<file path="config.mk">
export PLATFORM = sky130hd
export DESIGN_NAME = conv_job_sequencer
export DESIGN_NICKNAME = d
export VERILOG_FILES = /design/src/rtl/conv_job_sequencer.sv
export SDC_FILE = /design/constraint.sdc
export NUM_CORES = 1
export LEC_CHECK = 0
export CAP_MARGIN = 10
export CORE_UTILIZATION = 62
export CTS_CLUSTER_DIAMETER = 50
export DETAILED_ROUTE_END_ITERATION = 16
export DONT_BUFFER_PORTS = 1
export PLACE_DENSITY = 0.78
export RECOVER_POWER = 100
export SETUP_SLACK_MARGIN = 0.2
export SYNTH_ARGS = -nofsm -noshare
export SYNTH_HDL_FRONTEND = slang
export SYNTH_SLANG_ARGS = --single-unit
export TNS_END_PERCENT = 30
</file>
<file path="constraint.sdc">
create_clock -name clk -period 2.85 [get_ports clk]
set_clock_uncertainty 0.1 [all_clocks]
set_input_delay 0.855 -clock clk [delete_from_list [all_inputs] [get_ports clk]]
set_output_delay 0.855 -clock clk [all_outputs]
set_load 0.005 [all_outputs]
</file>
<file path="src/rtl/conv_job_sequencer.sv">
// Job controller for the convolution engine: load -> convolve -> unload, with
// exclusive shared-memory ownership, per-phase watchdog, abort and job status.
//
// state      | meaning
// IDLE       | no job, memory port unowned
// LOAD       | loader owns memory, waiting for load_done
// CONV_START | convolution owns memory, one-cycle start pulse
// CONV_WAIT  | convolution owns memory, waiting for conv_done rising edge
// UNLOAD     | unloader owns memory, waiting for unload_done
// DONE       | one-cycle completion pulse
// ERROR      | timeout or abort, held until the next start edge
module conv_job_sequencer #(
  parameter int                   TIMEOUT_W   = 20,
  parameter logic [TIMEOUT_W-1:0] TIMEOUT_MAX = 20'hFFFFF
) (
  input  logic       clk,
  input  logic       rst_n,
  input  logic       start_i,
  input  logic       abort_i,
  input  logic [7:0] image_addr_in_i,
  input  logic [2:0] kernel_sel_in_i,
  output logic [7:0] image_addr_o,
  output logic [2:0] kernel_sel_o,
  input  logic       load_done_i,
  input  logic       conv_done_i,
  input  logic       unload_done_i,
  output logic [1:0] mem_sel_o,
  output logic       conv_start_o,
  output logic       busy_o,
  output logic       done_o,
  output logic       error_o,
  output logic [1:0] err_code_o,
  output logic [7:0] job_count_o
);

  localparam logic [2:0] IDLE       = 3'd0;
  localparam logic [2:0] LOAD       = 3'd1;
  localparam logic [2:0] CONV_START = 3'd2;
  localparam logic [2:0] CONV_WAIT  = 3'd3;
  localparam logic [2:0] UNLOAD     = 3'd4;
  localparam logic [2:0] DONE       = 3'd5;
  localparam logic [2:0] ERROR      = 3'd6;

  localparam logic [TIMEOUT_W-1:0] WD_LAST = TIMEOUT_MAX - 1'b1;

  localparam logic [1:0] ERR_NONE   = 2'd0;
  localparam logic [1:0] ERR_LOAD   = 2'd1;
  localparam logic [1:0] ERR_CONV   = 2'd2;
  localparam logic [1:0] ERR_UNLOAD = 2'd3;

  logic [2:0]           state_q, state_d;
  logic                 start_prev_q, conv_prev_q;
  logic [TIMEOUT_W-1:0] wd_q, wd_d;
  logic [7:0]           image_addr_q, image_addr_d;
  logic [2:0]           kernel_sel_q, kernel_sel_d;
  logic [1:0]           err_code_q, err_code_d;
  logic [7:0]           job_count_q, job_count_d;
  logic [1:0]           mem_sel_q, mem_sel_d;
  logic                 conv_start_q, conv_start_d;
  logic                 busy_q, busy_d;
  logic                 done_q, done_d;
  logic                 error_q, error_d;

  logic start_edge, conv_edge, wd_expire, wait_state;

  assign start_edge = start_i & ~start_prev_q;
  assign conv_edge  = conv_done_i & ~conv_prev_q;
  assign wd_expire  = (wd_q == WD_LAST);
  assign wait_state = (state_q == LOAD) || (state_q == CONV_WAIT) || (state_q == UNLOAD);

  always_comb begin
    state_d      = state_q;
    image_addr_d = image_addr_q;
    kernel_sel_d = kernel_sel_q;
    err_code_d   = err_code_q;
    job_count_d  = job_count_q;
    case (state_q)
      IDLE, ERROR: begin
        // abort only matters once a job exists; in ERROR it just blocks restart
        if (start_edge && !(state_q == ERROR && abort_i)) begin
          state_d      = LOAD;
          image_addr_d = image_addr_in_i;
          kernel_sel_d = kernel_sel_in_i;
          err_code_d   = ERR_NONE;
        end
      end
      LOAD: begin
        if (abort_i) begin
          state_d    = ERROR;
          err_code_d = ERR_UNLOAD;
        end else if (load_done_i) begin
          state_d = CONV_START;
        end else if (wd_expire) begin
          state_d    = ERROR;
          err_code_d = ERR_LOAD;
        end
      end
      CONV_START: begin
        if (abort_i) begin
          state_d    = ERROR;
          err_code_d = ERR_UNLOAD;
        end else begin
          state_d = CONV_WAIT;
        end
      end
      CONV_WAIT: begin
        if (abort_i) begin
          state_d    = ERROR;
          err_code_d = ERR_UNLOAD;
        end else if (conv_edge) begin
          state_d = UNLOAD;
        end else if (wd_expire) begin
          state_d    = ERROR;
          err_code_d = ERR_CONV;
        end
      end
      UNLOAD: begin
        if (abort_i) begin
          state_d    = ERROR;
          err_code_d = ERR_UNLOAD;
        end else if (unload_done_i) begin
          state_d = DONE;
        end else if (wd_expire) begin
          state_d    = ERROR;
          err_code_d = ERR_UNLOAD;
        end
      end
      DONE: begin
        // the job is only counted once it leaves DONE without an abort
        if (abort_i) begin
          state_d    = ERROR;
          err_code_d = ERR_UNLOAD;
        end else begin
          state_d     = IDLE;
          job_count_d = job_count_q + 8'd1;
        end
      end
      default: state_d = IDLE;
    endcase
  end

  always_comb begin
    wd_d = '0;
    if (wait_state && (state_d == state_q)) wd_d = wd_q + 1'b1;
  end

  // outputs are registered from the next state so they align with state_q
  always_comb begin
    mem_sel_d = 2'd0;
    case (state_d)
      LOAD:                  mem_sel_d = 2'd1;
      CONV_START, CONV_WAIT: mem_sel_d = 2'd2;
      UNLOAD:                mem_sel_d = 2'd3;
      default:               mem_sel_d = 2'd0;
    endcase
    conv_start_d = (state_d == CONV_START);
    busy_d       = (state_d != IDLE);
    done_d       = (state_d == DONE);
    error_d      = (state_d == ERROR);
  end

  always_ff @(posedge clk or negedge rst_n) begin
    if (!rst_n) begin
      state_q      <= IDLE;
      start_prev_q <= 1'b0;
      conv_prev_q  <= 1'b0;
      wd_q         <= '0;
      image_addr_q <= 8'd0;
      kernel_sel_q <= 3'd0;
      err_code_q   <= ERR_NONE;
      job_count_q  <= 8'd0;
      mem_sel_q    <= 2'd0;
      conv_start_q <= 1'b0;
      busy_q       <= 1'b0;
      done_q       <= 1'b0;
      error_q      <= 1'b0;
    end else begin
      state_q      <= state_d;
      start_prev_q <= start_i;
      conv_prev_q  <= conv_done_i;
      wd_q         <= wd_d;
      image_addr_q <= image_addr_d;
      kernel_sel_q <= kernel_sel_d;
      err_code_q   <= err_code_d;
      job_count_q  <= job_count_d;
      mem_sel_q    <= mem_sel_d;
      conv_start_q <= conv_start_d;
      busy_q       <= busy_d;
      done_q       <= done_d;
      error_q      <= error_d;
    end
  end

  assign image_addr_o = image_addr_q;
  assign kernel_sel_o = kernel_sel_q;
  assign mem_sel_o    = mem_sel_q;
  assign conv_start_o = conv_start_q;
  assign busy_o       = busy_q;
  assign done_o       = done_q;
  assign error_o      = error_q;
  assign err_code_o   = err_code_q;
  assign job_count_o  = job_count_q;

endmodule

</file>
## After elaboration in Yosys (flattened, before gate mapping)

Index checks and enable logic that the tools add are counted.

| storage, ports and cells | value |
|---|---|
| register bits | 52 |
| latch bits | 0 |
| RAM bits | 0 |
| bits in read-only memories | 0 |
| bits of input ports | 18 |
| output and inout bits | 27 |
| word-level logic and storage cells | 82 |
| memories kept | 0 |

| operators by class | value |
|---|---|
| add/sub/neg operators | 2 |
| multipliers | 0 |
| div/mod/pow operators | 0 |
| order comparisons | 0 |
| eq/ne operators | 22 |
| shift operators | 0 |
| multiplexer cells | 25 |
| bitwise gates (word level) | 5 |
| reductions and logical operators | 15 |

Operators with widths:

| kind | count |
|---|---|
| 2-to-1 mux 3 bit | 10 |
| 2-to-1 mux 2 bit | 11 |
| adder 20 x 1 -> 20 bit, second input constant | 1 |
| equality test 20 bit, second input constant | 1 |
| 2-to-1 mux 20 bit | 1 |
| equality test 3 bit, second input constant | 6 |
| inequality test 3 bit, second input constant | 6 |
| one-hot mux 3 bit (6 select lines) | 1 |
| equality test 3 x 2 -> 1 bit, second input constant | 4 |
| one-hot mux 2 bit (5 select lines) | 1 |
| AND reduction 9 bit | 1 |
| adder 8 x 1 -> 8 bit, second input constant | 1 |
| equality test 3 x 1 -> 1 bit, second input constant | 2 |
| one-hot mux 2 bit (3 select lines) | 1 |
| OR reduction 2 bit | 3 |
| nonzero test 5 bit | 1 |
| AND reduction 2 bit | 2 |
| equality test 3 bit | 1 |
| logical AND 1 bit | 3 |
| logical NOT 3 bit | 1 |
| inverter 1 bit | 3 |
| nonzero test 3 bit | 1 |
| AND 1 bit | 2 |
| logical OR 1 bit | 2 |
| 3 further kinds | 3 |

## Depth between registers and ports, before layout

Gate-level depths: netlist of run 1.

| depth | value |
|---|---|
| depth in word-level cells | 9 |
| depth in mapped cells | 9 |

## Least setup slack after synthesis of run 1

OpenSTA, ideal clock, no wires.

| timing | value |
|---|---|
| kind | input to register |
| from | input start_i |
| to | register mem_sel_q[0] (netlist: mem_sel_o[0]) |
| setup time | 126 ps |
| arrival time | 1998 ps |
| data required time | 2624 ps |
| setup slack | 626 ps |
| cell stages on the path | 5 |
| path buffers | 0 |
| cell sequence | or2b_2 > or3_1 > o221ai_2 > nor2_1 > a221o_1 |

| between the ends | value |
|---|---|
| word-level cells in the longest chain between the ends | 7 |
| elaborated cells on any way between the ends | 10 |

RTL lines:

| what | line | RTL |
|---|---|---|
| start, declared | 18 | `input logic start_i,` |
| AND 1 bit (*) | 66 | `assign start_edge = start_i & ~start_prev_q;` |
| logical AND 1 bit (*) | 80 | `if (start_edge && !(state_q == ERROR && abort_i)) begin` |
| 2-to-1 mux 3 bit (*) | 80 |  |
| one-hot mux 3 bit (6 select lines) (*) | 77 | `case (state_q)` |
| via state_d[0] | 51 | `logic [2:0] state_q, state_d;` |
| equality test 3 x 2 -> 1 bit | 150 | `case (state_d)` |
| OR reduction 2 bit | 150 |  |
| one-hot mux 2 bit (3 select lines) (*) | 150 |  |
| via mem_sel_d[0] | 58 | `logic [1:0] mem_sel_q, mem_sel_d;` |
| end signal, assigned | 186 | `mem_sel_q <= mem_sel_d;` |
| end, declared | 58 |  |

The timed path passes the listed nets; every way through them passes the cells marked *.
A chain may end at the register's enable or synchronous reset.

## Final worst setup path of run 1

| timing | value |
|---|---|
| from | register state_q[2] |
| to | register mem_sel_q[1] (netlist: mem_sel_o[1]) |

| between the ends | value |
|---|---|
| word-level cells in the longest chain between the ends | 9 |
| elaborated cells on any way between the ends | 26 |

RTL lines:

| what | line | RTL |
|---|---|---|
| start, declared | 51 |  |
| start signal, assigned | 178 | `state_q <= state_d;` |
| equality test 3 bit | 77, 80 |  |
| logical AND 1 bit | 80 |  |
| logical NOT 1 bit | 80 |  |
| logical AND 1 bit | 80 |  |
| 2-to-1 mux 3 bit | 80 |  |
| one-hot mux 3 bit (6 select lines) (*) | 77 |  |
| via state_d[2] | 51 |  |
| equality test 3 x 2 -> 1 bit | 150 |  |
| OR reduction 2 bit | 150 |  |
| one-hot mux 2 bit (3 select lines) (*) | 150 |  |
| via mem_sel_d[1] | 58 |  |

Marked as above.

==> results of run 1 <==
## synth_stat cells (2+ instances only)
cell / number
nand3b_1: 3
ha_1: 3
nor2b_1: 3
nor3b_1: 2
or3_1: 4
o21ai_0: 6
clkbuf_1: 2
a21oi_1: 11
dfrtp_1: 52
nand2b_1: 5
and3_1: 2
nand2_1: 47
a211o_1: 3
a211oi_1: 2
buf_6: 4
buf_2: 3
nand4_2: 2
mux2_2: 2
inv_1: 5
nand4_1: 6
xnor2_1: 8
xor2_1: 16
nor4_1: 2
and4_1: 2
nand3_1: 9
nor2_1: 31
mux2_1: 2
a31oi_1: 2
## path summary, 6_finish.rpt
check | startpoint | to | slack (ns) | depth (start not counted)
max | state_q[2] | mem_sel_o[1] | 0.40 | 5
min | rst_n | mem_sel_o[0] | 0.13 | 0
max reg2reg | state_q[2] | mem_sel_o[1] | 0.40 | 5
min reg2reg | job_count_o[7] | job_count_o[7] | 0.40 | 1
max in group asynchronous | rst_n | wd_q[17] | 2.42 | 0
min in group clk | job_count_o[7] | job_count_o[7] | 0.40 | 1
## metrics by stage
stage	instances	setup WS (ns)
floorplan	259	0.626
global placement	305	0.487
detailed placement	305	0.455
CTS	313	0.550
global route	313	0.239
finish	313	0.400
## worst reg2reg max path, stage by stage, from the launching register on
cell,delay [ns]
dfrtp_1,0.57
and2b_1,0.38
a21boi_0,0.40
a31oi_1,0.17
o2111ai_2,0.35
mux2_2,0.38
## where the power goes
group | leakage (uW) | switching, uW | internal, uW
clock network | 0.0000445 | 243 | 175
registers | 0.000681 | 164 | 904
logic | 0.000499 | 384 | 287
total | 0.00122 | 791 | 1370
## cells in the final DEF (no fill, tap or decap), types with 4 or more instances in the layout
cell	Yosys	final
nor2_1	31	31
nand2_1	47	47
clkbuf_8	0	5
nand4_1	6	6
nand2b_1	5	5
nand3_1	9	9
or3_1	4	4
o21ai_0	6	8
a21oi_1	11	11
buf_4	0	4
xnor2_1	8	8
xor2_1	16	16
inv_1	5	5
dfrtp_1	52	52
## area by class of cell
class,count,area (um2),area share
multi-input cells,191,1150,0.432
clock inverters,3,21.3,0.00798
clock buffers,5,68.8,0.0258
well taps,50,62.6,0.0235
flip-flops and latches,52,1300,0.488
inverters,6,22.5,0.00845
repair buffers,6,37.5,0.0141
## per-layer routing
layer	vias up	wire (um)	global-route usage
met5	-	0	0
met2	38	2360	0.376
met4	0	46	0.0638
met1	874	2090	0.286
li1	880	-	-
met3	4	175	0.0483
## cell families after synthesis
kind of cell / count (synthesis) / share of synthesized area
AO/OA/AOI/OAI: 35 / 0.0975
XOR/XNOR: 24 / 0.0819
adder cells (fa/ha/maj): 3 / 0.0146
buffers and inverters: 16 / 0.0409
flip-flops: 52 / 0.507
multiplexers: 4 / 0.0175
AND/OR/NAND/NOR: 125 / 0.241
## state kept, by name (all words and copies together) (netlist names), 2 cells and up
signal	flops
kernel_sel_o	3
mem_sel_o	2
image_addr_o	8
wd_q	20
err_code_o	2
job_count_o	8
state_q	3
==> qor.txt, run 1 <==
Die H - 66.4 um
Cell area after synthesis - 0.00257 mm2
Detail Route Antenna Nets - 0
Worst Hold Class - input pin to asynchronous set/reset pin
Leakage power - 0.00122 uW
Number of buffers created by CTS - 5
Critical-path cell list - and2b_1 -> a21boi_0 -> a31oi_1 -> o2111ai_2 -> mux2_2
Max frequency - 408 MHz
Die area - 0.00440 mm2
Port Buf Inserts - 0
Critical path class - flop to flop
Flops & latches, synth - 52
Worst path max stage delay - 0.57 ns
PostCTS Resize Cnt - 0
Final Core Density - 0.666
Worst-path clk slew - 0.10 ns
Synth top area share - 0.507
Net count, final - 283
Max Cap Violations - 0
Fillcell total - 312
Diode count - 0
First-pass GRT wire length - 7.35 mm
Worst Tran Pin Value - 0.509 ns
Power per cell area - 809 mW/mm2
RSZ-0062 raised after global routing - no
Largest net degree at the start of global routing - 53
1st-pass router iterations - 4
Root buffer cell - clkbuf_8
Post-synth EDFFs - 0
Hold Buf Count CTS - 0
Vias/cell - 5.74
Initial DRC count - 162
Initial Util - 0.642
Ports - 45
Cell taking the most area after synthesis - dfrtp_1
Seq/Total Area, Yosys - 0.507
Fin crit period - 2.45 ns
CTS tree - built
Final Max Tran Viols - 0
FP Rows - 23
CP endpoint kind - flop
Worst path slowest cell - dfrtp_1
Cell variety after synth - 48
Area of the core - 0.00400 mm2
Endpoints failing setup - 0
Final WL - 4.67 mm
Number of setup buffers added after CTS - 0
Routability congestion estimate - 0.871
Worst Path Buf+Inv - 0
Asr flop ratio synth - 1.00
Endpoints failing hold - 0
Initial antenna violation count - 0
Vias - 1796
CTS sink cnt - 52
DP Area - 0.00259 mm2
Mapped Nets - 280
CP startpoint kind - flop
Status - finished, final reports clean
VDD IR max - 0.407 mV
Main synth FF type - dfrtp_1
Overall power - 2160 uW
CP delay by family, top - compound AO/OA/AOI/OAI gates
DR WL/cell - 14.9 um
Post-DP HPWL - 3.14 mm
Critical Path AT - 2.55 ns
All-Layer GR Usage - 0.223
Final period util - 0.860
H-Tree Depth - 2
Critical path peak fanout - 14
Syn Inst Count - 259
Worst-Skew Late Latency - 0.30 ns
Syn-to-layout area delta - 3.80%
Slew margin rel. - 0.657
Final instance area - 0.00267 mm2
DRC Markers - 0
Die X - 66.4 um
Clock buffer depth - 2
WHS - 0.134 ns
Overflow after GRT - 0
Vias in the first global route - 1603
Largest cells by area after synthesis - dfrtp_1, nand2_1, xor2_1, nor2_1, xnor2_1
Worst EP required - 2.95 ns
Syn_area_per_cell - 9.91 um2
Final TNS setup - 0 ns
Yosys warns - 0
Layout cells sized above 1 - 0.0913
Power figures use the tool's default switching activity.
==> run 2: changes to the inputs <==
--- a/config.mk
+++ b/config.mk
@@ -5,6 +5,7 @@
 export SDC_FILE = /design/constraint.sdc
 export NUM_CORES = 1
 export LEC_CHECK = 0
+export ABC_CLOCK_PERIOD_IN_PS = 2850
 export CAP_MARGIN = 10
 export CORE_UTILIZATION = 62
 export CTS_CLUSTER_DIAMETER = 50
@@ -13,6 +14,7 @@
 export PLACE_DENSITY = 0.78
 export RECOVER_POWER = 100
 export SETUP_SLACK_MARGIN = 0.2
+export SLEW_MARGIN = 40
 export SYNTH_ARGS = -nofsm -noshare
 export SYNTH_HDL_FRONTEND = slang
 export SYNTH_SLANG_ARGS = --single-unit
==> results of run 2 <==
Final layout, timing and power as in run 1 (identical DEF).
